### src/rtl/core_pkg.sv
// Shared definitions for the interrupt sequencer.
// Contents:
//   PC_W, VEC_BASE : default PC width and handler vector base address
//   isr_state_t    : sequencer FSM state encoding (S_IDLE .. S_RET)
//   idx_width()    : index width for an n-entry encoder (at least 1 bit)
package core_pkg;

    localparam int PC_W = 12;
    localparam logic [PC_W-1:0] VEC_BASE = 12'h100;

    typedef enum logic [2:0] {
        S_IDLE  = 3'd0,
        S_WAIT  = 3'd1,
        S_FLUSH = 3'd2,
        S_ISR   = 3'd3,
        S_RET   = 3'd4
    } isr_state_t;

    function automatic int idx_width(input int n);
        return (n > 1) ? $clog2(n) : 1;
    endfunction

endpackage

### src/rtl/irq_prio_enc.sv
// Fixed-priority encoder: index 0 is the highest priority.
// Ports:
//   req   in  N      request vector
//   valid out 1      at least one request set
//   index out IDX_W  index of the lowest set request (0 when none)
module irq_prio_enc
    import core_pkg::*;
#(
    parameter int N     = 4,
    parameter int IDX_W = idx_width(N)
) (
    input  logic [N-1:0]     req,
    output logic             valid,
    output logic [IDX_W-1:0] index
);

    // seen[k] is set when any request below index k is active; a bit is
    // granted only if nothing of higher priority is requesting.
    logic [N:0]   seen;
    logic [N-1:0] grant;

    assign seen[0] = 1'b0;

    generate
        for (genvar gi = 0; gi < N; gi++) begin : g_chain
            assign seen[gi+1] = seen[gi] | req[gi];
            assign grant[gi]  = req[gi] & ~seen[gi];
        end
    endgenerate

    assign valid = seen[N];

    // grant is one-hot (or zero), so OR-ing the indices is exact.
    always_comb begin
        index = '0;
        for (int i = 0; i < N; i++) begin
            if (grant[i]) begin
                index = index | IDX_W'(i);
            end
        end
    end

endmodule

### src/rtl/isr_sequencer.sv
// Interrupt sequencer for the 5-stage pipeline. Latches edge-triggered IRQs,
// picks the highest-priority enabled one, waits for a quiet pipeline, then
// flushes and redirects to the handler vector. URET flushes again and
// returns to the saved PC. No nesting.
// Ports:
//   clk, rst (async, active-high)
//   irq[NUM_IRQ], gie, mask_wr_en, mask_wr_data[NUM_IRQ]
//   id_pc[PC_W], id_valid, if_stall, exe_stall, branch_flush, jump_flush,
//   exe_is_uret
//   isr_pc_flush, isr_pipe_flush, isr_redirect, isr_redirect_pc[PC_W],
//   isr_ack[NUM_IRQ] (one-hot pulse), in_isr, irq_mask[NUM_IRQ]
module isr_sequencer
    import core_pkg::*;
#(
    parameter int                       NUM_IRQ    = 4,
    parameter int                       PC_W       = core_pkg::PC_W,
    parameter logic [core_pkg::PC_W-1:0] VEC_BASE  = core_pkg::VEC_BASE,
    parameter int                       VEC_STRIDE = 4
) (
    input  logic               clk,
    input  logic               rst,
    input  logic [NUM_IRQ-1:0] irq,
    input  logic               gie,
    input  logic               mask_wr_en,
    input  logic [NUM_IRQ-1:0] mask_wr_data,
    input  logic [PC_W-1:0]    id_pc,
    input  logic               id_valid,
    input  logic               if_stall,
    input  logic               exe_stall,
    input  logic               branch_flush,
    input  logic               jump_flush,
    input  logic               exe_is_uret,
    output logic               isr_pc_flush,
    output logic               isr_pipe_flush,
    output logic               isr_redirect,
    output logic [PC_W-1:0]    isr_redirect_pc,
    output logic [NUM_IRQ-1:0] isr_ack,
    output logic               in_isr,
    output logic [NUM_IRQ-1:0] irq_mask
);

    localparam int IDX_W = idx_width(NUM_IRQ);

    isr_state_t         state_reg, state_next;
    logic [NUM_IRQ-1:0] irq_d_reg;
    logic [NUM_IRQ-1:0] pending_reg, pending_next;
    logic [NUM_IRQ-1:0] mask_reg;
    logic [IDX_W-1:0]   cur_id_reg;
    logic [PC_W-1:0]    saved_pc_reg;

    logic [NUM_IRQ-1:0] req;
    logic [NUM_IRQ-1:0] clear_vec;
    logic               req_any;
    logic [IDX_W-1:0]   win_idx;
    logic               quiet;
    logic               take_irq;

    assign req      = pending_reg & mask_reg & {NUM_IRQ{gie}};
    assign quiet    = ~if_stall & ~exe_stall & ~branch_flush & ~jump_flush & id_valid;
    assign take_irq = (state_reg == S_WAIT) && req_any && quiet;
    assign irq_mask = mask_reg;

    irq_prio_enc #(
        .N     (NUM_IRQ),
        .IDX_W (IDX_W)
    ) u_prio (
        .req   (req),
        .valid (req_any),
        .index (win_idx)
    );

    // The serviced bit is cleared on leaving FLUSH; a new edge on the same
    // bit in that cycle is OR-ed in afterwards so it is not lost.
    always_comb begin
        clear_vec = '0;
        if (state_reg == S_FLUSH) begin
            clear_vec = NUM_IRQ'(1) << cur_id_reg;
        end
        pending_next = (pending_reg & ~clear_vec) | (irq & ~irq_d_reg);
    end

    always_comb begin
        state_next = state_reg;
        case (state_reg)
            S_IDLE:  if (req_any) state_next = S_WAIT;
            S_WAIT: begin
                if (!req_any)   state_next = S_IDLE;
                else if (quiet) state_next = S_FLUSH;
            end
            S_FLUSH: state_next = S_ISR;
            S_ISR:   if (exe_is_uret && !exe_stall) state_next = S_RET;
            S_RET:   state_next = S_IDLE;
            default: state_next = S_IDLE;
        endcase
    end

    always_ff @(posedge clk or posedge rst) begin
        if (rst) begin
            state_reg    <= S_IDLE;
            irq_d_reg    <= '0;
            pending_reg  <= '0;
            mask_reg     <= '1;
            cur_id_reg   <= '0;
            saved_pc_reg <= '0;
        end else begin
            state_reg   <= state_next;
            irq_d_reg   <= irq;
            pending_reg <= pending_next;
            if (mask_wr_en) begin
                mask_reg <= mask_wr_data;
            end
            // Priority is resolved here, so a late higher-priority request
            // arriving during WAIT still wins.
            if (take_irq) begin
                cur_id_reg   <= win_idx;
                saved_pc_reg <= id_pc;
            end
        end
    end

    // Moore outputs: decoded from state and registers only.
    always_comb begin
        isr_pc_flush    = 1'b0;
        isr_pipe_flush  = 1'b0;
        isr_redirect    = 1'b0;
        isr_redirect_pc = '0;
        isr_ack         = '0;
        in_isr          = 1'b0;
        case (state_reg)
            S_FLUSH: begin
                isr_pc_flush    = 1'b1;
                isr_pipe_flush  = 1'b1;
                isr_redirect    = 1'b1;
                isr_redirect_pc = VEC_BASE + PC_W'(VEC_STRIDE) * PC_W'(cur_id_reg);
                isr_ack         = NUM_IRQ'(1) << cur_id_reg;
            end
            S_ISR: in_isr = 1'b1;
            S_RET: begin
                isr_pc_flush    = 1'b1;
                isr_pipe_flush  = 1'b1;
                isr_redirect    = 1'b1;
                isr_redirect_pc = saved_pc_reg;
                in_isr          = 1'b1;
            end
            default: ;
        endcase
    end

endmodule

### config.mk
export PLATFORM = sky130hd
export DESIGN_NAME = isr_sequencer
export DESIGN_NICKNAME = d
export VERILOG_FILES = /design/src/rtl/core_pkg.sv /design/src/rtl/irq_prio_enc.sv /design/src/rtl/isr_sequencer.sv
export SDC_FILE = /design/constraint.sdc
export NUM_CORES = 1
export LEC_CHECK = 0
export CAP_MARGIN = 20
export CORE_MARGIN = 4
export CORE_UTILIZATION = 30
export DETAILED_ROUTE_END_ITERATION = 10
export PLACE_DENSITY = 0.65
export SKIP_LAST_GASP = 1
export SLEW_MARGIN = 20
export SYNTH_ARGS = -nofsm -noshare
export SYNTH_HDL_FRONTEND = slang
export SYNTH_SLANG_ARGS = --single-unit
export TNS_END_PERCENT = 20
### constraint.sdc
create_clock -name clk -period 4.1 [get_ports clk]
set_input_delay 0.82 -clock clk [delete_from_list [all_inputs] [get_ports clk]]
set_output_delay 0.82 -clock clk [all_outputs]
set_load 0.005 [all_outputs]
# ---- Yosys cells after proc, flatten, opt, wreduce, memory -nomap -nowiden
# Cells that the tools add are included.
dict set report totals {
  output_inout_bits 24
  ff_bits 29
  memories 0
  inputBits 30
  ramBits 0
  latchBits 0
  romBits 0
}
dict set report op_classes {
  add_sub_neg 1
  n_eq_ne 7
  n_shift 1
  n_lt_le_gt_ge 0
  bitwise 24
  multipliers 0
  div_mod_pow 0
  n_mux 12
  reduce_logical 8
}
# cell n
set ops {}
lappend ops {{12-bit case mux with 2 select lines} 1}
lappend ops {{4-bit AND} 4}
lappend ops {{3-bit two-way mux} 4}
lappend ops {{3-bit case mux with 4 select lines} 1}
lappend ops {{9-bit by 4-bit adder with 10-bit output (first input constant)} 1}
lappend ops {{4-bit inverter} 2}
lappend ops {{1-bit AND} 7}
lappend ops {{1-bit inverter} 7}
lappend ops {{3-bit by 2-bit == test with 1-bit output (second input constant)} 2}
lappend ops {{2-bit two-way mux} 2}
lappend ops {{4-bit two-way mux} 1}
lappend ops {{2-bit != test (second input constant)} 2}
lappend ops {{4-bit bitwise OR} 1}
lappend ops {{2-bit OR reduction} 2}
lappend ops {{1-bit by 2-bit left shift with 4-bit output (first input constant)} 1}
lappend ops {{3-bit by 1-bit == test with 1-bit output (second input constant)} 1}
lappend ops {{3-bit == test (second input constant)} 1}
lappend ops {{1-bit logical AND} 3}
lappend ops {{3-bit logical NOT} 1}
lappend ops {{1-bit two-way mux} 3}
lappend ops {{3-bit != test (second input constant)} 1}
lappend ops {{1-bit bitwise OR} 3}
lappend ops {{3-bit AND reduction} 1}
lappend ops {{1-bit logical NOT} 1}

# ---- Longest topological paths before layout
dict set report logic_depth {
  ltp_word 8
  ltp_mapped 6
}

# ---- Cells and area by module
# A second synthesis with hierarchy kept.
dict set report hier_totals {
  hier_cells 112
  hier_area_um2 1333.8
}
# mod area_per_inst_um2 n_inst cells_per_inst
set modules_own_cells {}
lappend modules_own_cells {isr_sequencer 1298.7 1 105}
lappend modules_own_cells {irq_prio_enc 35.0 1 7}

# ---- Least setup slack after synthesis
# Ideal clock, no wire load.
dict set report synth_timing {
  path_kind {register to output}
  startpoint {register state_reg[0]}
  endpoint {output port isr_redirect_pc[10]}
  path_stages_with_launch 5
  n_path_buf 2
  arrival_time_ns 1.228
  required_time_ns 3.280
  setup_slack_ns 2.052
  cell_sequence {dfrtp_1 > buf_4 > nor3b_1 > clkbuf_1 > and2_1}
}
dict set report synth_between {
  elab_chain_cells 2
}
# element line_no
set synth_lines {}
lappend synth_lines {{start, declared} isr_sequencer.sv:44} ;# isr_state_t state_reg, state_next;
lappend synth_lines {{start signal, assigned} isr_sequencer.sv:106} ;# state_reg <= state_next;
lappend synth_lines {{3-bit == test / 3-bit by 2-bit == test with 1-bit output (equally long branches)} isr_sequencer.sv:129} ;# case (state_reg)
lappend synth_lines {{12-bit case mux with 2 select lines *} isr_sequencer.sv:129}
lappend synth_lines {{end, declared} isr_sequencer.sv:36} ;# output logic [PC_W-1:0] isr_redirect_pc,
# Every way passes the cells marked *; elsewhere a longest branch is shown, timed or not.

# ---- Worst setup path in the final report
dict set report layout_timing {
  startpoint {register state_reg[0]}
  endpoint {output port isr_ack[0]}
}
dict set report layout_between {
  elab_chain_cells 2
}
# element line_no
set layout_lines {}
lappend layout_lines {{3-bit by 2-bit == test with 1-bit output} isr_sequencer.sv:129}
lappend layout_lines {{4-bit two-way mux} isr_sequencer.sv:129}
lappend layout_lines {{end, declared} isr_sequencer.sv:37} ;# output logic [NUM_IRQ-1:0] isr_ack,
# No other way between the ends.

==> results.txt <==
Pwr dens -> 340 nW/um^2
Crit path kind -> flop to primary output
Vias in the first global route -> 1213
Footprint of the multi-input gates -> 584 um^2
Cts hold-fix bufs -> 0
VDD IR-drop max -> 0.000117 V
Syn Nets -> 146
CP Launch Type -> flop
Max-slew headroom -> 61.2%
Clock sink total -> 29
GRT Residual Overflow -> 0
CTS Buffer Depth -> 2
Tightest Pin Transition -> 0.582 ns
Postcts setup bufs -> 0
Vias -> 1053
Port Buffers -> 53
CTS clk-pin slew, worst paths -> 0.06 ns
Post-place setup slack -> 1.30 ns
H-tree lvl count -> 2
Die width -> 76.1 um
Layout cell share with drive strength beyond 1 -> 21.4%
RSZ-0062 raised after global routing -> no
Die area -> 5790 um^2
DP HPWL -> 2540 um
Endpoints failing hold -> 0
Sequential share of the synthesized area -> 52.5%
Clk_skew -> 0.00597 ns
Post-cts resize count -> 0
Most common cell on crit path -> nor3b_1
Worst-Skew Late Latency -> 0.28 ns
Detail Route met2 WL -> 1690 um
Worst path bufs/invs -> 1
Top delay family on crit path -> simple AND/OR/NAND/NOR gates
Max Used Layer -> met4
Fillers -> 412
Worst Path Arrival -> 2.13 ns
CP Cell Sequence -> nor3b_1 -> nor3b_1 -> clkdlybuf4s50_1
Synthesized area -> 1390 um^2
Status -> complete, no violations
Number of inserted diodes -> 0
Setup_tns -> 0 ns
#FFs+latches synth -> 29
Met3 WL -> 203 um
Req. time, crit path -> 3.28 ns
Yosys warns -> 0
Leak -> 0.910 nW
Hold crit path type -> flop to flop
Setup violations, final -> 0
Fin worst setup slack -> 1.15 ns
DRC -> 0
Initial DRT Pass Iterations -> 4
Highest clock rate -> 0.339 GHz
Largest net degree at the start of global routing -> 30
Area growth syn-to-layout -> 46.8%
Starting Density -> 31.5%
Count of cell types in the netlist -> 29
Register Area -> 731 um^2
CTS tree -> yes
Min Tclk post-route -> 2.95 ns
Endpoint class of the critical path -> primary output
Post-synthesis area per instance -> 12.0 um^2
Post-Syn Instances -> 116
# IOs -> 54
Clock root cell -> clkbuf_8
Die Ht -> 76.1 um
Drt total wl -> 3270 um
CP peak stage delay -> 0.56 ns
Clock buffer count from CTS -> 5
GRT Total Usage -> 12.3%
Max Slew Vio Count -> 0
Initial antenna violation count -> 0
Final ANT Viol Nets -> 0
Vias per std cell -> 4.68
Post-Route M1 WL -> 1300 um
Site Rows -> 24
Maximum capacitance violations -> 0
Routed len/inst -> 14.5 um
Drt initial violations -> 48
# nets final -> 202
CP max FO -> 9
Max reg flops -> 12
RD Place Congestion -> 0.706
Placeable Area -> 4410 um^2
Slowest-stage cell, CP -> clkdlybuf4s50_1
Final period util -> 71.9%
First-pass GRT wire length -> 5680 um
## worst reg2reg max path: stages (launching register included)
cell      delay (ns)
dfrtp_1         0.47
and4bb_1        0.26
nand3_2         0.12
a21oi_4         0.48
mux2_2          0.40
## kinds of logic (layout without fill, tap and decap cells)
family,Yosys count,count (layout),share of synthesized area [%]
AOI/OAI and AO/OA,18,18,9.26
buffers and inverters,13,70,5.49
muxes,17,17,16.2
and+or+nand+nor,39,39,16.5
DFF,29,29,52.5
## cell usage after synthesis
cell type / instances / area [um^2]
nor4_4: 1 / 21.3
mux2_4: 9 / 135
a21o_2: 1 / 8.76
nand2_1: 13 / 48.8
a22oi_1: 2 / 15.0
buf_12: 1 / 20.0
and2b_2: 1 / 8.76
o21ai_0: 5 / 25.0
a21o_1: 2 / 15.0
dfstp_2: 4 / 105
and3_1: 2 / 12.5
and4bb_1: 1 / 12.5
a32oi_1: 1 / 8.76
nand2b_1: 2 / 12.5
clkbuf_1: 1 / 3.75
nor2_1: 5 / 18.8
buf_4: 3 / 22.5
a21oi_1: 1 / 5.00
a31oi_1: 1 / 6.26
o22a_2: 1 / 10.0
and2_1: 9 / 56.3
nand3_2: 1 / 10.0
mux2_2: 8 / 90.1
or2_2: 1 / 6.26
inv_1: 8 / 30.0
dfrtp_1: 25 / 626
a21oi_4: 1 / 16.3
nor3b_1: 3 / 22.5
o22ai_1: 3 / 18.8
## final timing paths
kind	cells past startpoint	to	slack (ns)	from
max in group asynchronous	2	saved_pc_reg[1]$_DFFE_PP0P_	2.78	rst
worst min register to register	1	pending_reg[2]$_DFF_PP0_	0.42	irq_d_reg[2]$_DFF_PP0_
min in group asynchronous	2	saved_pc_reg[0]$_DFFE_PP0P_	0.94	rst
worst max-delay path	3	isr_ack[0]	1.15	state_reg[0]$_DFFE_PP0P_
worst min-delay path	1	pending_reg[2]$_DFF_PP0_	0.42	irq_d_reg[2]$_DFF_PP0_
worst max register to register	4	saved_pc_reg[9]$_DFFE_PP0P_	2.25	state_reg[0]$_DFFE_PP0P_
## layer usage
metal	up-vias	GRT usage [%]
met5	-	0
met4	0	6.29
met3	6	4.96
met2	30	20.4
met1	514	13.3
li1	503	-
## power breakdown
part | total, mW | internal, mW | switching [mW]
sequential | 0.343 | 0.319 | 0.0236
combinational | 0.106 | 0.0715 | 0.0349
clock | 0.245 | 0.136 | 0.109
## stage by stage
step	hold slack (ns)	total power, mW	std cells	utilization (%)	cell area [um^2]
after global routing	0.453	0.732	225	46.3	2040
after floorplan	0.400	0.398	116	-	1390
after global placement	0.409	0.451	217	44.1	1950
after detailed placement	0.418	0.455	217	44.1	1950
after CTS	0.427	0.703	225	46.3	2040
final	0.421	0.694	225	46.3	2040
## layout make-up
class / count / area share (%)
Clock inverter: 1 / 0.368
Tap cell: 52 / 3.19
Multi-Input combinational cell: 74 / 28.6
Timing Repair Buffer: 54 / 26.3
Inverter: 8 / 1.47
Clock buffer: 7 / 4.23
Sequential cell: 29 / 35.8
## cell usage in the layout (no fill, tap or decap)
cell             netlist  final
nor2_1                 5      5
a21o_2                 1      1
a22oi_1                2      2
inv_1                  8      7
o22ai_1                3      3
clkinvlp_4             0      1
nand3_2                1      1
nand2_1               13     13
dfrtp_1               25     25
nor3b_1                3      3
a32oi_1                1      1
o22a_2                 1      1
o21ai_0                5      5
dfstp_2                4      4
inv_2                  0      1
a21oi_1                1      1
nor4_4                 1      1
and2b_2                1      1
and4bb_1               1      1
buf_4                  3      1
a31oi_1                1      1
clkbuf_1               1      1
and2_1                 9      9
mux2_2                 8      8
a21oi_4                1      1
clkdlybuf4s50_1        0     53
or2_2                  1      1
and3_1                 2      2
a21o_1                 2      2
clkbuf_8               0      6
nand2b_1               2      2
mux2_4                 9      9
Note: power is estimated with default switching activity, not from simulation.
